$ cat src/rtl/fetch_unit_pkg.sv
// Shared constants and types for the fetch stage.
//  - Bubble ("nop") bundle values presented while no instruction is committed.
//  - RV32 opcode constants used by the optional static predecoder.
//  - Fetch FSM state type.
package fetch_unit_pkg;

  localparam logic [31:0] NOP_INSTR        = 32'h0000_0013;  // addi x0,x0,0
  localparam logic [31:0] NOP_PC           = 32'h0000_0000;
  localparam logic [31:0] NOP_PRE_PC       = 32'h0000_0000;
  localparam logic        NOP_COMMIT       = 1'b0;
  localparam logic [31:0] RESET_PC_DEFAULT = 32'h8000_0000;

  localparam logic [6:0]  OPC_JAL          = 7'b110_1111;
  localparam logic [6:0]  OPC_BRANCH       = 7'b110_0011;

  typedef enum logic [1:0] {
    S_REQ  = 2'd0,  // issuing a request for pc_q
    S_WAIT = 2'd1,  // request accepted, waiting for its response
    S_HOLD = 2'd2,  // response received, F->D register stalled
    S_DROP = 2'd3   // waiting for a response made stale by a redirect
  } fetch_state_t;

endpackage

$ cat src/rtl/fetch_predecode.sv
// Next-PC predictor for the fetch stage.
//  Ports: instr (in, 32) instruction being handed off
//         pc    (in, 32) address of instr
//         pre_pc(out,32) predicted address of the following fetch
//  Macro FETCH_BPRED_EN: when defined, JAL targets and backward conditional
//  branches are predicted taken; otherwise the prediction is always pc+4.
module fetch_predecode
  import fetch_unit_pkg::*;
(
  input  logic [31:0] instr,
  input  logic [31:0] pc,
  output logic [31:0] pre_pc
);

`ifdef FETCH_BPRED_EN
  logic [31:0] imm_j;
  logic [31:0] imm_b;

  assign imm_j = {{11{instr[31]}}, instr[31], instr[19:12], instr[20], instr[30:21], 1'b0};
  assign imm_b = {{19{instr[31]}}, instr[31], instr[7], instr[30:25], instr[11:8], 1'b0};

  // Static prediction: jumps always taken, branches taken only when backward (loop heads).
  always_comb begin
    pre_pc = pc + 32'd4;
    if (instr[6:0] == OPC_JAL) begin
      pre_pc = pc + imm_j;
    end else if ((instr[6:0] == OPC_BRANCH) && instr[31]) begin
      pre_pc = pc + imm_b;
    end else begin
      pre_pc = pc + 32'd4;
    end
  end
`else
  logic unused_instr;

  // Instruction content is irrelevant without the predictor.
  assign unused_instr = ^instr;
  assign pre_pc       = pc + 32'd4;
`endif

endmodule

$ cat src/rtl/fetch_unit.sv
// Fetch stage: PC register plus instruction-memory handshake.
//  Keeps at most one imem request outstanding, presents the fetched
//  instruction as an instr/pc/pre_pc/commit bundle to the F->D register,
//  holds it while that register stalls, and discards responses that were
//  made stale by a redirect from execute.
//  Ports:
//   clk, rst                   clock, synchronous active-high reset
//   ctrl_i_fetch_stall         F->D register stall
//   ctrl_i_redirect(_pc)       redirect request and target from execute
//   imem_o_req/addr            request channel (accepted on req & ready)
//   imem_i_ready               request accept
//   imem_i_rvalid/rdata        response channel, one response per request
//   fetch_o_instr/pc/pre_pc    bundle payload (nop values when not committing)
//   fetch_o_commit             bundle valid; handed off when commit & ~stall
//  Macro FETCH_BPRED_EN (optional): enables static branch prediction in
//  fetch_predecode; undefined build predicts pc+4.
module fetch_unit
  import fetch_unit_pkg::*;
#(
  parameter logic [31:0] RESET_PC = RESET_PC_DEFAULT
) (
  input  logic        clk,
  input  logic        rst,
  input  logic        ctrl_i_fetch_stall,
  input  logic        ctrl_i_redirect,
  input  logic [31:0] ctrl_i_redirect_pc,
  output logic        imem_o_req,
  output logic [31:0] imem_o_addr,
  input  logic        imem_i_ready,
  input  logic        imem_i_rvalid,
  input  logic [31:0] imem_i_rdata,
  output logic [31:0] fetch_o_instr,
  output logic [31:0] fetch_o_pc,
  output logic [31:0] fetch_o_pre_pc,
  output logic        fetch_o_commit
);

  fetch_state_t state;
  logic [31:0]  pc_q;
  logic [31:0]  inst_q;
  logic [31:0]  cur_instr;
  logic [31:0]  pred_pc;

  // Instruction under consideration: live response while waiting, latched copy while holding.
  assign cur_instr = (state == S_HOLD) ? inst_q : imem_i_rdata;

  fetch_predecode u_predecode (
    .instr  (cur_instr),
    .pc     (pc_q),
    .pre_pc (pred_pc)
  );

  // Request and bundle outputs; a redirect squashes both in the cycle it arrives.
  always_comb begin
    imem_o_req     = 1'b0;
    imem_o_addr    = {pc_q[31:2], 2'b00};
    fetch_o_commit = NOP_COMMIT;
    case (state)
      S_REQ:   imem_o_req     = ~ctrl_i_redirect;
      S_WAIT:  fetch_o_commit = imem_i_rvalid & ~ctrl_i_redirect;
      S_HOLD:  fetch_o_commit = ~ctrl_i_redirect;
      S_DROP:  fetch_o_commit = NOP_COMMIT;
      default: fetch_o_commit = NOP_COMMIT;
    endcase
    if (fetch_o_commit) begin
      fetch_o_instr  = cur_instr;
      fetch_o_pc     = pc_q;
      fetch_o_pre_pc = pred_pc;
    end else begin
      fetch_o_instr  = NOP_INSTR;
      fetch_o_pc     = NOP_PC;
      fetch_o_pre_pc = NOP_PRE_PC;
    end
  end

  // Fetch FSM, PC register and held-instruction register.
  always_ff @(posedge clk) begin
    if (rst) begin
      state  <= S_REQ;
      pc_q   <= RESET_PC;
      inst_q <= NOP_INSTR;
    end else if (ctrl_i_redirect) begin
      pc_q <= ctrl_i_redirect_pc & ~32'd3;
      case (state)
        // A request still in flight must have its response swallowed.
        S_WAIT:  state <= imem_i_rvalid ? S_REQ : S_DROP;
        // A stale response arriving together with a new redirect is consumed
        // here; waiting for another would never end.
        S_DROP:  state <= imem_i_rvalid ? S_REQ : S_DROP;
        S_REQ:   state <= S_REQ;
        S_HOLD:  state <= S_REQ;
        default: state <= S_REQ;
      endcase
    end else begin
      case (state)
        S_REQ: begin
          if (imem_i_ready) begin
            state <= S_WAIT;
          end
        end
        S_WAIT: begin
          if (imem_i_rvalid) begin
            if (ctrl_i_fetch_stall) begin
              inst_q <= imem_i_rdata;
              state  <= S_HOLD;
            end else begin
              pc_q  <= pred_pc;
              state <= S_REQ;
            end
          end
        end
        S_HOLD: begin
          if (!ctrl_i_fetch_stall) begin
            pc_q  <= pred_pc;
            state <= S_REQ;
          end
        end
        S_DROP: begin
          if (imem_i_rvalid) begin
            state <= S_REQ;
          end
        end
        default: state <= S_REQ;
      endcase
    end
  end

endmodule

$ cat config.mk
export PLATFORM = sky130hd
export DESIGN_NAME = fetch_unit
export DESIGN_NICKNAME = d
export VERILOG_FILES = /design/src/rtl/fetch_unit_pkg.sv /design/src/rtl/fetch_predecode.sv /design/src/rtl/fetch_unit.sv
export SDC_FILE = /design/constraint.sdc
export NUM_CORES = 1
export LEC_CHECK = 0
export CAP_MARGIN = 20
export CORE_MARGIN = 2
export CORE_UTILIZATION = 38
export DETAILED_ROUTE_END_ITERATION = 16
export GPL_ROUTABILITY_DRIVEN = 0
export PLACE_DENSITY = 0.74
export SYNTH_ARGS = -nofsm -noshare
export SYNTH_HDL_FRONTEND = slang
export SYNTH_SLANG_ARGS = --single-unit
$ cat constraint.sdc
create_clock -name clk -period 1.9 [get_ports clk]
set_input_delay 0.285 -clock clk [delete_from_list [all_inputs] [get_ports clk]]
set_output_delay 0.285 -clock clk [all_outputs]
set_load 0.005 [all_outputs]
# Word level (Yosys, flattened, before mapping)
# Index checks and enable logic that the tools add are counted.
dict set report word_totals {
  reg_bits 66
  input_bits 70
  output_inout_bits 130
}
dict set report op_classes {
  add_sub_neg 1
  n_eq_ne 8
  mux 19
  bitwise_logic 2
  reduce_logical 10
}
# op n
set op_table {}
lappend op_table {{$mux 32} 7}
lappend op_table {{$pmux 32 s2} 1}
lappend op_table {{$add 32x3->32 const B} 1}
lappend op_table {{$mux 2} 7}
lappend op_table {{$ne 3x3->1 const B} 4}
lappend op_table {{$pmux 2 s4} 1}
lappend op_table {{$reduce_and 4->1} 2}
lappend op_table {{$reduce_or 2->1} 3}
lappend op_table {{$eq 2x2->1 const B} 2}
lappend op_table {{$pmux 2 s2} 1}
lappend op_table {{$reduce_and 2->1} 2}
lappend op_table {{$reduce_bool 3->1} 1}
lappend op_table {{$eq 2x1->1 const B} 1}
lappend op_table {{$logic_not 2->1} 1}
lappend op_table {{$ne 2x2->1 const B} 1}
lappend op_table {{$pmux 1 s2} 1}
lappend op_table {{$reduce_bool 2->1} 1}
lappend op_table {{$and 1x1->1} 1}
lappend op_table {{$mux 1} 1}
lappend op_table {{$not 1->1} 1}

# Longest topological paths before layout
# Gate-level depths: netlist (run 1).
dict set report depth {
  word_depth 5
  ltp_mapped 9
  depth_no_buf 7
}

# Hierarchy
# From an unflattened synthesis (run 1), not the netlist that was laid out.
dict set report hier_totals {
  cells_unflattened 640
  hier_area_um2 4863.4
}
# mod instances cells_each area_per_inst_um2 seq_area_each_um2
set modules_own_cells {}
lappend modules_own_cells {fetch_unit 1 557 4282.9 1321.3}
lappend modules_own_cells {fetch_predecode 1 83 580.6 0.0}

# Least setup slack after synthesis (run 1)
# Ideal clock, no wire load.
dict set report synth_timing {
  path_type {flip-flop to output port}
  startpoint {register state[0]}
  endpoint {output fetch_o_pc[16]}
  arrival_ns 1.795
  required_time_ns 1.615
  setup_slack_ns -0.180
  path_stages_with_launch 10
  path_buffers 3
  path_cell_list {dfxtp_1 -> inv_1 -> ha_1 -> buf_2 -> a21oi_1 -> or3b_2 -> clkbuf_1 -> inv_1 -> clkbuf_1 -> and2_2}
}
dict set report synth_between {
  elab_chain_cells 3
  elab_cells_between_ends 4
  cone_classes {eq/ne (2); mux (2)}
}
# item line
set synth_lines {}
lappend synth_lines {{start, declared} fetch_unit.sv:38} ;# fetch_state_t state;
lappend synth_lines {{start signal, assigned} fetch_unit.sv:86} ;# S_WAIT: state <= imem_i_rvalid ? S_REQ : S_DROP;
lappend synth_lines {{start signal, assigned} fetch_unit.sv:89} ;# S_DROP: state <= imem_i_rvalid ? S_REQ : S_DROP;
lappend synth_lines {{$eq 2x2->1 / $eq 2x1->1 (equally long branches)} fetch_unit.sv:58} ;# case (state)
lappend synth_lines {{$pmux 1 s2 (*)} fetch_unit.sv:58}
lappend synth_lines {{$mux 32 (*)} fetch_unit.sv:65} ;# if (fetch_o_commit) begin
lappend synth_lines {{end, declared} fetch_unit.sv:33} ;# output logic [31:0] fetch_o_pc,
# Every way passes the cells marked *; elsewhere a longest branch is shown, timed or not.

# Worst setup path after layout (run 1)
dict set report layout_timing {
  startpoint {register pc_q[12]}
  endpoint {output fetch_o_pre_pc[23]}
}
dict set report layout_between {
  elab_chain_cells 2
}
# item line
set layout_lines {}
lappend layout_lines {{start, declared} fetch_unit.sv:39} ;# logic [31:0] pc_q;
lappend layout_lines {{start signal, assigned} fetch_unit.sv:83} ;# pc_q <= ctrl_i_redirect_pc & ~32'd3;
lappend layout_lines {{start signal, assigned} fetch_unit.sv:107} ;# pc_q <= pred_pc;
lappend layout_lines {{start signal, assigned} fetch_unit.sv:114} ;# pc_q <= pred_pc;
lappend layout_lines {{$add 32x3->32} fetch_predecode.sv:38} ;# assign pre_pc = pc + 32'd4;
lappend layout_lines {{$mux 32} fetch_unit.sv:65}
lappend layout_lines {{end, declared} fetch_unit.sv:34} ;# output logic [31:0] fetch_o_pre_pc,
# No other way between the ends.

==> flow_summary_export.csv, run 1 <==
group,metric,value,unit
status,status,"complete, but fails checks",
status,violations,"negative setup slack",
sta,layout_setup_ws,-487,ps
route,drtPass1Iterations,5,
cts,clkLatencyLatePin,330,ps
yosys,seq_area_frac_synth,29.3,%
finish,layout.nets,937,
yosys,ys_types,48,
finish,seq_area,1310,um2
yosys,avgSynthCellArea,7.61,um2
setup_path,cp_slowest_stage_delay,360,ps
setup_path,slowest_stage,"nor3_4",
floorplanning,core_area,11300,um2
sta,relSlewSlack,56.0,%
cts,clockBufferDepth,2,
sta,drv_slew,0,
route,antenna_left,0,
finish,nFillCells,800,
finish,final_cells,1010,
setup_path,critical_path.cell_chain,"nand4_1 > buf_4 > nor3_4 > buf_4 > nand2_1 > xnor2_2 > nor2_4 > clkdlybuf4s15_2",
placed_design,port_buffers,191,
finish,final_area,8390,um2
finish,syn_to_final_growth,91.9,%
hold_path,hold_class,"flop to flop",
sta,fin_crit_sh,126,%
sta,skew,11.2,ps
route,detail_route.iter0.violations,231,
sta,holdWs,456,ps
route,wl,18700,um
sta,period_needed,2390,ps
cts,cts-root-buf,"clkbuf_16",
power_and_ir_drop,leakagePower,3.37,nW
sta,hold_viol,0,
sta,worstMarginPinSlew,660,ps
setup_path,end_kind,"primary output",
run,max_cap_violations,0,
yosys,synth_seq_cells,64,
power_and_ir_drop,vdd_drop_max,0.465,mV
route,vias,5492,
grt,grtUsageTotal,25.7,%
placed_design,place_area,7020,um2
sta,fmax,419,MHz
yosys,ys.flop_type,"dfxtp_1",
grt,grt_pass1_wl,26000,um
placed_design,hpwl,11000,um
setup_path,critPathKind,"flop to primary output",
cts,clkSinkCount,64,
finish,drive_gt1_share,47.5,%
grt,antenna_found_initial,0,
route,drc,0,
floorplanning,fp-row-count,39,
floorplanning,die-height,111,um
sta,rsz0062_at_grt,"yes",
route,viasPerCell,5.44,
setup_path,worstPathArrival,2100,ps
finish,multi_input_area,3530,um2
cts,ctsHoldBuffers,0,
yosys,netlist_instances,574,
yosys,synth-edff-count,0,
finish,diodes,0,
setup_path,critPathLaunchType,"flop",
power_and_ir_drop,power.density,542,nW/um2
floorplanning,die_w,111,um
yosys,syn_area,4370,um2
yosys,yosysWarnings,0,
placed_design,dpl.cell_count,955,
floorplanning,initial_core_util,38.6,%
setup_path,required,1620,ps
grt,first_global_vias,5213,
floorplanning,die_area,12400,um2
setup_path,cpMostUsedCell,"buf_4",
floorplanning,io_pins,200,
route,wl_per_cell,18.5,um
yosys,synthArstFlopShare,0,%
cts,cts_tree,"done",
grt,grt_overflow,0,
cts,numCtsBuffers,9,
cts,clk_pin_slew_worst_paths,60,ps
setup_path,path_max_fanout,5,
grt,grt_max_degree,59,
cts,htreeDepth,3,
sta,tns,-34700,ps
sta,setup_viol,104,
[power by group]
part	internal, mW	leakage, nW	total, mW	switching [mW]
Clock	1.08	0.150	1.68	0.596
Sequential	1.41	0.530	1.48	0.0663
Combinational	0.733	2.69	1.39	0.656
Total	3.23	3.37	4.55	1.32
[stage by stage]
stage | utilization [%] | power (mW) | setup slack (ps)
after detailed placement | 62.0 | 2.54 | -697
after CTS | 68.6 | 4.34 | -649
after global routing | 74.1 | 4.70 | -573
final | 74.1 | 4.55 | -487
after floorplan | - | 1.98 | -1.63
after global placement | 62.0 | 2.52 | -682
[logic make-up after synthesis]
group	share of synthesized area (%)
xor gates and xnor gates	10.8
other	0.0858
muxes	7.56
DFF	29.3
adders and majority gates	1.43
buffers and inverters	6.78
and+or+nand+nor	33.4
AOI/OAI and AO/OA	10.6
[flip-flops by register name, indices dropped and copies added (netlist names)]
name / flops
state: 2
inst_q: 32
pc_q: 30
[worst max-delay path, delay by kind of cell (launching register included)]
kind	cells	cell delay, ps
AND/OR/NAND/NOR	4	670
buffers and inverters	3	600
flip-flops	1	330
XOR/XNOR	1	160
[path summary, 6_finish.rpt]
check | startpoint | end | slack [ps] | depth (start not counted)
max | pc_q[12] | fetch_o_pre_pc[23] | -490 | 8
min reg2reg | inst_q[3] | inst_q[3] | 460 | 2
max reg2reg | pc_q[12] | pc_q[27] | -190 | 8
min | inst_q[3] | inst_q[3] | 460 | 2
[cell type report]
type / count / share of cell area, %
Multi-Input combinational cell: 454 / 42.2
Clock inverter: 3 / 0.477
Sequential cell: 64 / 15.6
Clock buffer: 13 / 3.10
Tap cell: 143 / 2.13
Timing Repair inverter: 3 / 0.582
Inverter: 7 / 0.552
Timing Repair Buffer: 323 / 35.4
[metal layers]
metal / GRT usage (%) / wire length (um) / vias to the layer above
met5: 0 / 0 / -
met4: 8.97 / 740 / 0
met3: 5.80 / 1420 / 67
met2: 45.8 / 9520 / 289
met1: 30.2 / 7010 / 2647
li1: - / - / 2489
[layout by cell type (no fill, tap or decap), types with 28 or more instances in the layout]
master,count
mux2i_1,30
buf_6,42
clkdlybuf4s50_1,97
nand2_1,77
buf_4,97
nor2_1,33
nor2_4,33
dfxtp_1,51
and2_4,28
a21oi_1,34
buf_2,43
[Yosys cell counts, types with 2 or more instances]
library cell  count  area (um2)
a211oi_1         23         173
a211oi_2          3        37.5
a21oi_1          34         170
a31oi_1           2        12.5
and2_1           30         188
and3_1            4        25.0
and4_1            5        43.8
buf_1             2        7.51
buf_2             9        45.0
buf_4            13        97.6
clkbuf_1         29         109
dfxtp_1          64        1280
ha_1              5        62.6
inv_1             6        22.5
mux2i_1          33         330
nand2_1          83         312
nand3_1          15        75.1
nand3b_1          3        22.5
nand4_1          20         125
nand4_4           3        63.8
nor2_1           93         349
nor3_1            4        20.0
nor3_2            3        30.0
nor3b_1           2        15.0
nor4_1            3        18.8
nor4_4            2        42.5
o21ai_0           3        15.0
o21bai_1          5        37.5
or3_1             2        12.5
xnor2_1          19         166
xor2_1           35         307
[what timing repair did]
item | in CTS | in global routing
pin swaps | 5 | 90
cloned | 6 | 3
endpoints found under the hold margin | 0 | 0
gates resized for setup | 248 | 366
setup endpoints to repair | 119 | 124
setup buffers | 16 | 20
No activity file was read; power rests on OpenSTA's default activity.
==> run 2, diff against run 1 <==
ABC_AREA = 1   (was not set)
PLACE_DENSITY = 0.75   (was 0.74)
SKIP_CTS_REPAIR_TIMING = 1   (was not set)
==> flow_summary_export.csv, run 2 <==
group,metric,value,unit
floorplanning,die_w,111,um
yosys,seq_area_frac_synth,29.5,%
floorplanning,die_area,12300,um2
grt,first_global_vias,5304,
placed_design,hpwl,11600,um
route,drtPass1Iterations,5,
grt,grt_max_degree,64,
route,wl,18500,um
route,antenna_left,0,
yosys,syn_area,4350,um2
cts,clk_pin_slew_worst_paths,60,ps
finish,layout.nets,1092,
setup_path,worstReg2RegStart,"pc_q[2]",
run,max_cap_violations,0,
sta,period_needed,2230,ps
yosys,avgSynthCellArea,5.86,um2
cts,cts-root-buf,"clkbuf_16",
status,status,"complete, but fails checks",
finish,syn_to_final_growth,79.9,%
yosys,synth_top_area_cell,"dfxtp_1",
sta,layout_setup_ws,-327,ps
cts,cts_tree,"done",
grt,grtUsageTotal,25.4,%
route,vias,5958,
yosys,ys.flop_type,"dfxtp_1",
sta,hold_viol,0,
finish,drive_gt1_share,36.1,%
cts,clkSinkCount,64,
finish,nFillCells,918,
sta,skew,8.46,ps
power_and_ir_drop,power.density,626,nW/um2
route,detail_route.iter0.violations,352,
sta,rsz0062_at_grt,"yes",
yosys,synth_seq_cells,64,
grt,grt_pass1_wl,25600,um
yosys,synthArstFlopShare,0,%
setup_path,critPathKind,"flop to primary output",
finish,top_regs,"inst_q: 32 flops, pc_q: 30 flops, state: 2 flops",
setup_path,slowest_stage,"dfxtp_2",
yosys,yosysWarnings,0,
finish,top_register,"inst_q",
power_and_ir_drop,leakagePower,3.45,nW
hold_path,min_from,"inst_q[0]",
floorplanning,io_pins,200,
placed_design,dpl.cell_count,1119,
route,drc,0,
yosys,ys_types,27,
sta,setup_viol,94,
yosys,synth_top_area_share,29.5,%
status,violations,"negative setup slack",
setup_path,required,1620,ps
floorplanning,fp-row-count,39,
yosys,synth-edff-count,0,
setup_path,critical_path.cell_chain,"inv_2 > ha_4 > inv_2 > nor2_4 > buf_12 > nand2_8 > buf_12 > clkbuf_16 > a21oi_2 > buf_2",
finish,final_cells,1164,
placed_design,pre_cts_ws,-316,ps
yosys,synthTopCellsByArea,"dfxtp_1 (29%), nand2_1 (16%), nor2_1 (12%), a21oi_1 (12%), o21ai_0 (7.4%)",
yosys,yosysMostFrequentCell,"nand2_1",
power_and_ir_drop,vdd_drop_max,0.424,mV
power_and_ir_drop,fin_total_pwr,4.89,mW
setup_path,worstPathArrival,1940,ps
floorplanning,die-height,111,um
yosys,synth_commonest_cells,"nand2_1 (191), nor2_1 (143), a21oi_1 (101)",
setup_path,critPathLaunchType,"flop",
setup_path,end_kind,"primary output",
cts,clkLatencyLatePin,340,ps
cts,htreeDepth,3,
grt,grt_overflow,0,
floorplanning,initial_core_util,38.6,%
floorplanning,core_area,11300,um2
setup_path,cp-startpoint,"state[1]",
finish,final_cell_mix,"nand2_1 (183), clkdlybuf4s50_1 (98), nor2_1 (93)",
cts,clockBufferDepth,2,
finish,diodes,0,
sta,drv_slew,0,
setup_path,cp_slowest_stage_delay,340,ps
sta,fin_crit_sh,117,%
finish,largest_register_ffs,32,
hold_path,hold_class,"flop to flop",
finish,final_common_cell,"nand2_1",
route,wl_per_cell,15.9,um
placed_design,port_buffers,191,
route,viasPerCell,5.12,
setup_path,path_max_fanout,5,
cts,numCtsBuffers,9,
grt,antenna_found_initial,0,
sta,fmax,449,MHz
yosys,netlist_instances,742,
-- run 2: changes by cell type after synthesis, moves of 14 or more --
cell / before / now
nand2_1: 83 / 191
a21oi_1: 34 / 101
o21ai_0: 3 / 64
inv_1: 6 / 59
nor2_1: 93 / 143
mux2i_1: 33 / 0
and2_1: 30 / 2
a211oi_1: 23 / 0
xor2_1: 35 / 12
nand4_1: 20 / 0
xnor2_1: 19 / 0
clkbuf_1: 29 / 15
-- run 2: worst max-delay path, delay by kind of cell, from the launching register on --
family,cells,cell delay (ps)
compound gates,1,120
buf+inv,6,660
simple gates,2,240
fa+ha+maj,1,250
flops,1,340
-- run 2: metal layers --
metal  global-route usage [%]  part of all wire (%)  wire (um)  up-vias
li1                         -                     -          -     2885
met1                     29.7                    39       7240     2728
met2                     43.2                    49       9120      294
met3                     6.01                   8.0       1480       51
met4                     12.8                   3.6        658        0
met5                        0                     0          0        -
-- run 2: cell families (layout without fill, tap and decap cells) --
logic type,count (synthesis),count (layout),share of synthesized area (%)
and+or+nand+nor,380,381,35.7
buffers and inverters,109,382,10.7
adders and majority gates,5,5,1.44
xor gates and xnor gates,13,13,2.79
DFF,64,64,29.5
AOI/OAI and AO/OA,170,170,19.8
other,1,6,0.0863
-- run 2: area by class of cell --
cell class | instances | area (um2) | area share (%)
inverters | 63 | 236 | 3.02
well taps | 143 | 179 | 2.29
multi-input cells | 575 | 3200 | 40.9
clock inverters | 3 | 17.5 | 0.224
flip-flops and latches | 64 | 1300 | 16.6
clock buffers | 12 | 256 | 3.28
repair buffers | 304 | 2630 | 33.7
-- run 2: path summary, 6_finish.rpt --
kind	to	depth (start not counted)	slack [ps]
setup / recovery	fetch_o_pre_pc[25]	10	-330
hold / removal	inst_q[0]	2	460
setup reg to reg	pc_q[26]	11	130
hold reg to reg	inst_q[0]	2	460
-- run 2: per-stage QoR --
| step | cell area, um2 | hold slack, ps | TNS, ps | utilization, % |
|---|---|---|---|---|
| after detailed placement | 6960 | 444 | -31010 | 61.7 |
| after floorplan | 4370 | 381 | 0 | - |
| after global placement | 6960 | 442 | -30610 | 61.7 |
| final | 7820 | 456 | -22370 | 69.4 |
| after global routing | 7820 | 482 | -28390 | 69.4 |
| after CTS | 7230 | 459 | -53100 | 64.1 |
-- run 2: power breakdown --
part,total [mW],switching (mW),internal (mW)
Combinational,1.77,0.919,0.854
Clock,1.55,0.608,0.942
Sequential,1.57,0.103,1.47
